`config.mk`:
```
export PLATFORM = sky130hd
export DESIGN_NAME = lifo_param
export DESIGN_NICKNAME = d
export VERILOG_FILES = /design/src/rtl/lifo_param.sv
export SDC_FILE = /design/constraint.sdc
export NUM_CORES = 1
export LEC_CHECK = 0
export ABC_AREA = 1
export BUFFER_PORTS_ARGS = -buffer_cell sky130_fd_sc_hd__buf_2
export CORE_MARGIN = 3
export CORE_UTILIZATION = 50
export DETAILED_ROUTE_END_ITERATION = 6
export GPL_ROUTABILITY_DRIVEN = 0
export GPL_TIMING_DRIVEN = 1
export PLACE_DENSITY = 0.68
export SYNTH_ARGS = -nofsm -noshare
export SYNTH_HDL_FRONTEND = slang
export SYNTH_SLANG_ARGS = --single-unit
```
`constraint.sdc`:
```
create_clock -name clk -period 3.4 [get_ports clk]
set_input_delay 0.34 -clock clk [delete_from_list [all_inputs] [get_ports clk]]
set_output_delay 0.34 -clock clk [all_outputs]
set_load 0.005 [all_outputs]
```
`src/rtl/lifo_param.sv`:
```
// lifo_param: single-clock stack/queue buffer with runtime LIFO/FIFO mode,
// occupancy count, empty/full flags, registered pop data and error pulses.
module lifo_param #(
  parameter  int WIDTH = 10,
  parameter  int DEPTH = 8,
  localparam int CW    = $clog2(DEPTH+1)
) (
  input  logic             clk,
  input  logic             reset,
  input  logic             write,
  input  logic [WIDTH-1:0] datain,
  input  logic             read,
  input  logic             mode,
  output logic [WIDTH-1:0] dataout,
  output logic             val,
  output logic             full,
  output logic             empty,
  output logic [CW-1:0]    count,
  output logic             ovf,
  output logic             udf
);

  localparam int PW = $clog2(DEPTH);

  logic [WIDTH-1:0] r_mem [DEPTH];
  logic [CW-1:0]    r_count;
  logic [PW-1:0]    r_wp, r_rp;
  logic             r_mode;   // 1 = FIFO
  logic [WIDTH-1:0] r_dout;
  logic             r_val, r_ovf, r_udf;

  logic          w_empty, w_full, w_fifo;
  logic          w_pop, w_push;
  logic [PW-1:0] w_top, w_waddr, w_raddr;

  // Pointer advance with explicit wrap so DEPTH need not be a power of 2.
  function automatic logic [PW-1:0] f_inc(input logic [PW-1:0] p);
    return (p == PW'(DEPTH-1)) ? '0 : p + PW'(1);
  endfunction

  assign w_empty = (r_count == '0);
  assign w_full  = (r_count == CW'(DEPTH));
  // While empty the incoming mode applies to this edge's write.
  assign w_fifo  = w_empty ? mode : r_mode;
  assign w_top   = PW'(r_count - CW'(1));
  // A pop needs data; a push is accepted unless full without a matching pop.
  assign w_pop   = read & ~w_empty;
  assign w_push  = write & (~w_full | w_pop);

  // Address selection: empty writes land in slot 0 for both modes; a LIFO
  // push+pop overwrites the top slot it just read.
  always_comb begin
    w_waddr = '0;
    w_raddr = '0;
    if (w_fifo) begin
      w_raddr = r_rp;
      if (!w_empty) w_waddr = r_wp;
    end else begin
      w_raddr = w_top;
      if (!w_empty) w_waddr = w_pop ? w_top : PW'(r_count);
    end
  end

  // Storage array: written on accepted pushes, never cleared by reset.
  always_ff @(posedge clk) begin
    if (w_push) r_mem[w_waddr] <= datain;
  end

  // Control state, count, pointers and registered outputs.
  always_ff @(posedge clk or posedge reset) begin
    if (reset) begin
      r_count <= '0;
      r_wp    <= '0;
      r_rp    <= '0;
      r_mode  <= 1'b0;
      r_dout  <= '0;
      r_val   <= 1'b0;
      r_ovf   <= 1'b0;
      r_udf   <= 1'b0;
    end else begin
      r_val <= w_pop;
      r_ovf <= write & ~w_push;
      r_udf <= read & w_empty;
      if (w_pop) r_dout <= r_mem[w_raddr];

      if (w_push && !w_pop)      r_count <= r_count + CW'(1);
      else if (w_pop && !w_push) r_count <= r_count - CW'(1);

      if (w_empty) begin
        r_mode <= mode;
        r_rp   <= '0;
        r_wp   <= (w_push && mode) ? PW'(1) : '0;
      end else if (r_mode) begin
        if (w_push) r_wp <= f_inc(r_wp);
        if (w_pop)  r_rp <= f_inc(r_rp);
      end
    end
  end

  assign dataout = r_dout;
  assign val     = r_val;
  assign ovf     = r_ovf;
  assign udf     = r_udf;
  assign count   = r_count;
  assign full    = w_full;
  assign empty   = w_empty;

endmodule

```
==> reports/qor.txt <==
Status: finished, final reports clean
CTS resizes: 0
Critical Path Sink Type: register
Tightest Hold Check Type: primary input to async pin
Cell with the most instances after synthesis: nand2_1
Critical-path cell list: inv_1, ha_1, nand2_4, nand2_1, inv_1, nor2_1, o22ai_1, nand2_1, nor2_1
GRT met1 Usage: 28.7%
Pins Over Slew Limit: 0
Met3 GRT Util: 4.49%
Final nets: 550
TritonCTS Buffers: 9
Final min period: 2.94 ns
CP top delay family: simple AND/OR/NAND/NOR gates
Die height: 104 µm
Largest family of logic cells by synthesized area: simple AND/OR/NAND/NOR gates
Initial Util: 51.5%
Postcts setup bufs: 0
Post-synthesis mux area share: 0%
Crit-path max cell delay: 0.85 ns
Worst clock skew: 0.0147 ns
Mapped cell area: 4780 µm²
Tot GR Track Use: 20.3%
CP startpoint kind: register
Drt pass-1 iters: 5
Final instance area: 5300 µm²
Skew-Pair Late Insertion Delay: 0.37 ns
CTS tree: done
Worst-Margin Slew: 1.09 ns
Syn_area_per_cell: 9.81 µm²
Post-synth top area share: 50.3%
Most common library cells after synthesis: nand2_1, inv_1, nand3_1
Top Usage Layer GRT: met2
Placed inst area: 5100 µm²
Detail Route Antenna Nets: 0
Sequential area share after synthesis: 62.9%
# diodes: 0
CP Class: register to register
Count of state elements after synthesis: 104
Worst path bufs/invs: 2
Routing usage on met2: 31.8%
Synthesis-to-finish area growth: 10.9%
Max Fclk: 340 MHz
Final setup viols: 0
Crit share post-route: 86.5%
Via density: 5.11
Yosys warns: 0
Synth top area cells: edfxtp_1, dfrtp_1, nand3_1
Mapped Cells: 487
Layout cell share with drive strength beyond 1: 13.5%
Clock root cell: clkbuf_8
Initial antenna violation count: 0
DRC: 0
Setup_tns: 0 ns
Post-Synth Adder-Cell Area: 1.83%
Via count: 3380
Netlist cell types: 26
Die width: 104 µm
Syn Nets: 509
Max cap viols: 0
First-pass GRT wire length: 17.0 mm
Htree depth: 3
Overall Power: 5.21 mW
XOR/XNOR Fraction of Synth Area: 0.550%
Synth Area in Simple Gates: 21.5%
Main synth FF type: edfxtp_1
EDFF count, synth: 80
Power per cell area: 983 nW/µm²
CTS Sinks: 104
WL final: 10.6 mm
Rows: 35
Boundary Pins: 34
DR WL/cell: 16.1 µm
Reg clk slew, reported paths: 0.10 ns
Core ar.: 9280 µm²
Fin util: 57.1%
Vias in the first global route: 3203
Fraction of registers with async set/reset: 23.1%
P_leak: 2.51 nW
Die area: 10800 µm²
Slowest CP cell: nor2_1
Cell taking the most area after synthesis: edfxtp_1
CTS Hold Bufs: 0
Largest net degree at the start of global routing: 41
RSZ-0062 raised after global routing: no
Synth Area in Compound Gates: 2.46%
Max-slew headroom: 27.3%
CP Max Fanout: 10
Post-DP HPWL: 7.08 mm
Final hold violations: 0
Worst EP arrival: 2.94 ns
Iteration-0 DRC Markers: 286
Clock buffer depth: 2
PortBufs: 33
CP Data Required Time: 3.40 ns
Peak VDD IR: 0.434 mV
Total gr overflow: 0
cell usage in the layout, fill, tap and decap left out, types with 4 or more instances in the layout:
cell	synthesis	final
inv_1	104	104
dfrtp_1	24	24
o21ai_0	11	11
edfxtp_1	80	80
clkbuf_8	0	9
nand3_1	91	91
ha_1	7	7
buf_4	7	13
nand2_2	4	4
nand2_1	113	113
buf_2	6	33
nor2_1	16	16
state kept, by name, indices dropped and copies added, names as in the netlist:
| register | count |
|---|---|
| udf | 1 |
| r_wp | 3 |
| r_mem | 80 |
| dataout | 10 |
| r_mode | 1 |
| ovf | 1 |
| val | 1 |
| r_rp | 3 |
| count | 4 |
worst reg2reg max path, cell delays in order (launching register included):
cell	delay (ns)
dfrtp_1	0.46
inv_1	0.13
ha_1	0.31
nand2_4	0.17
nand2_1	0.19
inv_1	0.12
nor2_1	0.05
o22ai_1	0.15
nand2_1	0.13
nor2_1	0.85
metal layers:
layer  vias to the layer above  routed length (µm)
met4                         0                 190
met2                       134                4820
met1                      1596                4830
li1                       1637                   -
met3                        13                 791
met5                         -                   0
logic make-up (layout without fill, tap and decap cells):
kind of cell,after synthesis,count (layout)
AND/OR/NAND/NOR,230,230
flip-flops,104,104
AO/OA/AOI/OAI,20,20
XOR/XNOR,3,3
adder cells (fa/ha/maj),7,7
buffers and inverters,123,168
final timing paths:
kind	startpoint	to	slack, ns	cells after the start
worst min-delay path	reset	count[3]	0.16	2
worst max-delay path	count[0]	r_mem[5][8]	0.46	9
worst max register to register	count[0]	r_mem[5][8]	0.46	9
max in group asynchronous	reset	r_rp[0]	2.66	2
worst min register to register	dataout[5]	dataout[5]	0.49	2
min in group clk	write	ovf	0.20	3
cell type report:
type / instances / area, µm²
Inverter: 106 / 398
Timing Repair Buffer: 47 / 283
Clock buffer: 9 / 124
Fill cell: 836 / 3980
Multi-Input combinational cell: 260 / 1260
Clock inverter: 6 / 75.1
Sequential cell: 104 / 3000
Tap cell: 129 / 161
power breakdown:
part | switching, mW | internal, mW | total (mW)
clock | 0.437 | 0.349 | 0.786
combinational | 1.69 | 0.824 | 2.52
sequential | 0.174 | 1.74 | 1.91
total | 2.30 | 2.91 | 5.21
metrics by stage:
step                      std cells  hold slack [ns]  setup slack [ns]
after floorplan                 487            0.355             0.970
after global placement          646            0.458             0.649
after detailed placement        646            0.461             0.474
after CTS                       661            0.181             0.459
after global routing            661            0.190             0.169
final                           661            0.155             0.460
Power figures use the tool's default switching activity.
